<file path="src/rtl/ascon_perm_ctrl.sv">
// Iterative Ascon permutation sequencer: p^a (12 rounds) or p^b (8 rounds),
// one round per clock through a single ascon_pc round datapath.

module ascon_pc (
   input  logic [3:0]   round_i,
   input  logic [319:0] s_i,
   output logic [319:0] s_o
);

   function automatic logic [63:0] ror(input logic [63:0] v, input int n);
      return (v >> n) | (v << (64 - n));
   endfunction

   logic [63:0] a0, a1, a2, a3, a4;
   logic [63:0] b0, b1, b2, b3, b4;
   logic [63:0] c0, c1, c2, c3, c4;
   logic [63:0] d0, d1, d2, d3, d4;

   assign a0 = s_i[319:256];
   assign a1 = s_i[255:192];
   assign a2 = s_i[191:128] ^ {56'd0, ~round_i, round_i};
   assign a3 = s_i[127:64];
   assign a4 = s_i[63:0];

   // Bitsliced 5-bit S-box
   assign b0 = a0 ^ a4;
   assign b1 = a1;
   assign b2 = a2 ^ a1;
   assign b3 = a3;
   assign b4 = a4 ^ a3;

   assign c0 = b0 ^ (~b1 & b2);
   assign c1 = b1 ^ (~b2 & b3);
   assign c2 = b2 ^ (~b3 & b4);
   assign c3 = b3 ^ (~b4 & b0);
   assign c4 = b4 ^ (~b0 & b1);

   assign d0 = c0 ^ c4;
   assign d1 = c1 ^ c0;
   assign d2 = ~c2;
   assign d3 = c3 ^ c2;
   assign d4 = c4;

   assign s_o = {d0 ^ ror(d0, 19) ^ ror(d0, 28),
                 d1 ^ ror(d1, 61) ^ ror(d1, 39),
                 d2 ^ ror(d2, 1)  ^ ror(d2, 6),
                 d3 ^ ror(d3, 10) ^ ror(d3, 17),
                 d4 ^ ror(d4, 7)  ^ ror(d4, 41)};

endmodule

module ascon_perm_ctrl (
   input  logic         clk_i,
   input  logic         rst_ni,
   input  logic         start_i,
   input  logic         mode_i,
   input  logic [319:0] state_i,
   input  logic         clear_i,
   input  logic         ack_i,
   output logic         ready_o,
   output logic         busy_o,
   output logic         valid_o,
   output logic [319:0] state_o,
   output logic [3:0]   round_o,
   output logic [15:0]  perm_cnt_o
);

   typedef enum logic [1:0] {IDLE, RUN, DONE} st_t;

   st_t          st;
   logic [319:0] state_q;
   logic [319:0] pc_out;
   logic [3:0]   rnd;
   logic [15:0]  perm_cnt;

   ascon_pc u_pc (
      .round_i (rnd),
      .s_i     (state_q),
      .s_o     (pc_out)
   );

   always_ff @(posedge clk_i or negedge rst_ni) begin
      if (!rst_ni) begin
         st       <= IDLE;
         state_q  <= '0;
         rnd      <= '0;
         perm_cnt <= '0;
      end else if (clear_i) begin
         // Abort discards the partial state; the counter only counts completions
         st      <= IDLE;
         state_q <= '0;
         rnd     <= '0;
      end else begin
         unique case (st)
            IDLE: begin
               if (start_i) begin
                  state_q <= state_i;
                  rnd     <= mode_i ? 4'd4 : 4'd0;
                  st      <= RUN;
               end
            end
            RUN: begin
               state_q <= pc_out;
               if (rnd == 4'd11) begin
                  st       <= DONE;
                  perm_cnt <= perm_cnt + 16'd1;
               end else begin
                  rnd <= rnd + 4'd1;
               end
            end
            DONE: begin
               if (ack_i) st <= IDLE;
            end
            default: st <= IDLE;
         endcase
      end
   end

   assign ready_o    = (st == IDLE);
   assign busy_o     = (st == RUN);
   assign valid_o    = (st == DONE);
   assign state_o    = state_q;
   assign round_o    = rnd;
   assign perm_cnt_o = perm_cnt;

endmodule
</file>
<file path="config.mk">
export PLATFORM = sky130hd
export DESIGN_NAME = ascon_perm_ctrl
export DESIGN_NICKNAME = d
export VERILOG_FILES = /design/src/rtl/ascon_perm_ctrl.sv
export SDC_FILE = /design/constraint.sdc
export NUM_CORES = 2
export LEC_CHECK = 0
export CORE_ASPECT_RATIO = 1.2
export CORE_MARGIN = 10
export CORE_UTILIZATION = 45
export CTS_BUF_LIST = sky130_fd_sc_hd__clkbuf_8
export DETAILED_ROUTE_END_ITERATION = 7
export MAX_ROUTING_LAYER = met4
export PLACE_DENSITY = 0.73
export SLEW_MARGIN = 0
export SYNTH_ARGS = -nofsm -noshare
export SYNTH_HDL_FRONTEND = slang
export SYNTH_SLANG_ARGS = --single-unit
export TNS_END_PERCENT = 20
</file>
<file path="constraint.sdc">
create_clock -name clk_i -period 4.47 [get_ports clk_i]
set_clock_uncertainty 0.1 [all_clocks]
set_input_delay 1.341 -clock clk_i [delete_from_list [all_inputs] [get_ports clk_i]]
set_output_delay 1.341 -clock clk_i [all_outputs]
set_load 0.03 [all_outputs]
</file>
# Word level (Yosys, flattened, before mapping)
# Cells that the tools add are included.
dict set report word_totals {
  regBits 342
  inputBits 326
  out_inout_bits 343
  wordCells 77
}
dict set report op_classes {
  n_addsub 2
  n_eq_ne 7
  muxes 13
  bitwise_logic 45
  n_reduce_logical 6
}
# op count
set ops {}
lappend ops {{XOR 64 bit} 21}
lappend ops {{two-way mux 320 bit} 2}
lappend ops {{one-hot mux 320 bit (2 select lines)} 1}
lappend ops {{inverter 64 bit} 6}
lappend ops {{bitwise AND 64 bit} 5}
lappend ops {{bitwise OR 23 x 64 -> 64 bit} 1}
lappend ops {{bitwise OR 25 x 64 -> 64 bit} 1}
lappend ops {{bitwise OR 3 x 64 -> 64 bit} 1}
lappend ops {{bitwise OR 36 x 64 -> 64 bit} 1}
lappend ops {{bitwise OR 45 x 64 -> 64 bit} 1}
lappend ops {{bitwise OR 47 x 64 -> 64 bit} 1}
lappend ops {{bitwise OR 54 x 64 -> 64 bit} 1}
lappend ops {{bitwise OR 57 x 64 -> 64 bit} 1}
lappend ops {{bitwise OR 58 x 64 -> 64 bit} 1}
lappend ops {{bitwise OR 63 x 64 -> 64 bit} 1}
lappend ops {{XOR 64 x 8 -> 64 bit} 1}
lappend ops {{adder 16 x 1 -> 16 bit, second input constant} 1}
lappend ops {{two-way mux 4 bit} 3}
lappend ops {{!= test 3 bit, second input constant} 3}
lappend ops {{AND reduction 3 bit} 3}
lappend ops {{two-way mux 2 bit} 4}
lappend ops {{one-hot mux 4 bit (2 select lines)} 1}
lappend ops {{one-hot mux 2 bit (3 select lines)} 1}
lappend ops {{adder 4 x 1 -> 4 bit, second input constant} 1}
lappend ops {{10 further kinds} 10}

# Logic depth before layout (Yosys ltp)
dict set report logic_depth {
  ltp_word 12
  ltp_mapped 9
  mapped_depth_nobuf 8
}

# By module
# From an unflattened synthesis, not the netlist that was laid out.
dict set report unflattened {
  cells_unflattened 3123
  hier_area_um2 30850.8
}
# module instances cells_each area_each_um2 seq_area_each_um2
set modules_own_cells {}
lappend modules_own_cells {ascon_pc 1 1597 15907.8 0.0}
lappend modules_own_cells {ascon_perm_ctrl 1 1526 14943.1 8558.2}

# Worst setup path before layout
# OpenSTA, ideal clock, no wires.
dict set report synth_timing {
  path_kind {input -> register}
  startpoint {input clear_i}
  endpoint {register perm_cnt[10] (netlist: perm_cnt_o[10])}
  setup_ps 134
  arrival_ps 2754
  required_ps 4236
  path_slack_ps 1482
  path_stages 9
  path_buffers 3
  path_cell_list {buf_2 -> or3b_4 -> buf_6 -> nor2_8 -> buf_6 -> nand3_2 -> nor2_4 -> nand3_1 -> xnor2_1}
}
dict set report synth_between {
  elab_chain_cells 2
}
# item line_no
set synth_lines {}
lappend synth_lines {{from (decl)} 58} ;# input logic clear_i,
lappend synth_lines {{inverter 1 bit (no source line)} -}
lappend synth_lines {{AND reduction 3 bit (no source line)} -}
lappend synth_lines {{to (signal assigned)} 106} ;# perm_cnt <= perm_cnt + 16'd1;
lappend synth_lines {{to (decl)} 74} ;# logic [15:0] perm_cnt;
# No other way between the ends.
# A chain may end at the register's enable or synchronous reset.

# Worst setup path after layout
dict set report layout_timing {
  startpoint {register st[1]}
  endpoint {output busy_o}
}
dict set report layout_between {
  elab_chain_cells 1
}
# item line_no
set layout_lines {}
lappend layout_lines {{from (decl)} 70} ;# st_t st;
lappend layout_lines {{from (signal assigned)} 84} ;# st <= IDLE;
lappend layout_lines {{from (signal assigned)} 90} ;# st <= IDLE;
lappend layout_lines {{from (signal assigned)} 99} ;# st <= RUN;
lappend layout_lines {{equality test 2 x 1 -> 1 bit} 120} ;# assign busy_o = (st == RUN);
lappend layout_lines {{to (decl)} 61} ;# output logic busy_o,
# No other way between the ends.

==> impl_metrics.yaml <==
outcome:
  outcome: "finished clean"
cells_and_area:
  fin_util_pct: 60.4
  stdcell_count: 4680
  fillCellCount: 5496
  drive_above_1_share_pct: 4.98
  layout-area-overhead-vs-synth_pct: 32.8
  finalNetCount: 4263
synthesis:
  synth_area_leaders: "dfrtp_1 30%, xnor2_1 23%, xor2_1 13%"
  synth_commonest_cells: "736 x xnor2_1, 416 x xor2_1, 342 x dfrtp_1"
  ys_ff_latch: 342
  synth_compound_area_share_pct: 15.4
  yosys_warnings: 0
  synth_top_area_cell: "dfrtp_1"
  synth.avg_cell_area_sq_um: 9.04
  synth_edf_count: 0
  synth_xor_xnor_area_share_pct: 37.2
  synth_cells: 3123
  synth.mux.area_fraction_pct: 0.727
  async_flop_share_pct: 100
  synthDominantCellAreaShare_pct: 30.3
  synth_cell_types: 42
  synth-simple-area-share_pct: 6.00
  syn_area_sq_um: 28200
  synth_top_family_by_area: "XOR/XNOR gates"
  synth_most_common_cell: "xnor2_1"
  synth-adder-area-share_pct: 6.68
  synth_flop_cell: "dfrtp_1"
  ys_seq_area_share_pct: 30.3
  synth_nets: 3579
global_routing:
  grt_pass1_wl_um: 204000
  grt-ovfl-total: 0
  antenna_found_initial: 13
  gr-usage-all-layers_pct: 39.8
  grt_pass1_vias: 27151
  grt_max_degree: 153
place:
  dp.cells: 4560
  gp_congestion: 1.14
  dp_hpwl_um: 123000
  io_buffers: 668
clocking:
  cts_tree: "yes"
  clkLatencyLatePin_ns: 0.71
  clk_pin_slew_ns: 0.06
  clock-root-buffer: "clkbuf_8"
  hold_buffers: 0
  h-tree-depth: 2
  cts_buffer_depth: 3
  numCtsBuffers: 61
  cts.sink_count: 342
  ctsResizeCount: 0
  postCtsSetupRepairBufs: 0
floorplanning:
  num_io_pins: 669
  rows: 100
  fp.coreArea_sq_um: 62100
  die_y_um: 294
  dieArea_sq_um: 73200
  fp.dieW_um: 249
  initial_utilization_pct: 45.5
routing:
  dr.pass1.iters: 6
  postRouteAntennaNets: 0
  wl_um: 148000
  post_drt_via_cell_ratio: 5.89
  first_iter_violations: 2897
  post-route-drc-count: 0
  vias: 27551
  routedWlPerCell_um: 31.6
sta:
  worst_slew_pin_slew_ns: 1.25
  rsz0062_at_grt: "false"
  hold_violations: 0
  min_period_over_period_pct: 83.2
  fin_tns_setup_ns: 0
  fmax_mhz: 269
  min_period_ns: 3.72
  slew_headroom_pct: 16.6
  setup_viol: 0
  drv_slew: 0
worst_setup_path:
  worstPathRequired_ns: 3.03
  worstPathMaxFanout: 9
  cp-end-kind: "output port"
  worstSetupPathType: "reg2out"
  worstPathArrival_ns: 2.28
  r2r.worst_path.cells: 7
  startpoint_type: "register"
hold_path:
  worstHoldPathCells: 1
  hold_class: "reg2reg"
flow_run:
  maxCapViolCount: 0
cells in the final DEF (no fill, tap or decap), types with 6 or more instances in the layout:
cell	n
xnor2_1	736
clkdlybuf4s50_1	667
xor2_1	416
dfrtp_1	342
a22oi_1	251
o21ai_0	236
nor2_1	198
nand2_1	197
inv_1	170
o21ai_1	167
ha_1	130
clkbuf_8	77
a21oi_1	76
buf_4	55
maj3_1	26
mux2i_1	18
xnor2_2	14
buf_12	13
diode_2	12
clkinv_2	9
nand3_1	6
worst paths after layout:
kind | from | slack [ns] | endpoint
worst max-delay path | st[1] | 0.75 | busy_o
worst max register to register | state_o[247] | 1.23 | state_o[109]
worst min register to register | perm_cnt_o[15] | 0.39 | perm_cnt_o[15]
min in group asynchronous | rst_ni | 0.49 | state_o[182]
max in group asynchronous | rst_ni | 2.69 | state_o[27]
worst min-delay path | perm_cnt_o[15] | 0.39 | perm_cnt_o[15]
cell families (layout without fill, tap and decap cells):
family / after synthesis / count (layout)
compound gates: 737 / 737
xor+xnor: 1175 / 1175
fa+ha+maj: 156 / 156
buf+inv: 271 / 1000
flops: 342 / 342
mux: 20 / 20
other cells: 0 / 12
simple gates: 422 / 422
flip-flops by register name, summed over array words and instances (netlist names):
| signal | count |
|---|---|
| perm_cnt_o | 16 |
| round_o | 4 |
| st | 2 |
| state_o | 320 |
cell type report:
type | instances | area [sq um] | area share (%)
clock buffers | 77 | 1060 | 2.83
repair buffers | 736 | 7360 | 19.6
clock inverters | 31 | 224 | 0.597
flip-flops and latches | 342 | 8560 | 22.8
multi-input cells | 2510 | 18600 | 49.7
diodes | 12 | 30.0 | 0.0801
well taps | 816 | 1020 | 2.72
inverters | 156 | 586 | 1.56
stage by stage:
step,area (sq um),hold WS (ns),setup WS [ns]
floorplan,28200,0.544,1.48
global placement,36200,0.374,0.959
detailed placement,36200,0.376,0.877
CTS,37500,0.387,0.714
global route,37500,0.424,0.690
finish,37500,0.385,0.753
critical path: stages (launching register included):
cell and delay (ns):
dfrtp_1 0.50, nand2b_4 0.20, clkinv_1 0.21, clkdlybuf4s50_1 0.67
per-layer routing:
| layer | vias up | track usage, % | part of all wire [%] |
|---|---|---|---|
| li1 | 11782 | - | - |
| met1 | 13508 | 45.9 | 37 |
| met2 | 1810 | 62.7 | 46 |
| met3 | 451 | 7.60 | 8.8 |
| met4 | 0 | 26.1 | 8.0 |
| met5 | - | - | 0 |
Power is not shown: default switching activity piles up to over one toggle a cycle in this logic, so the estimate is an artifact.
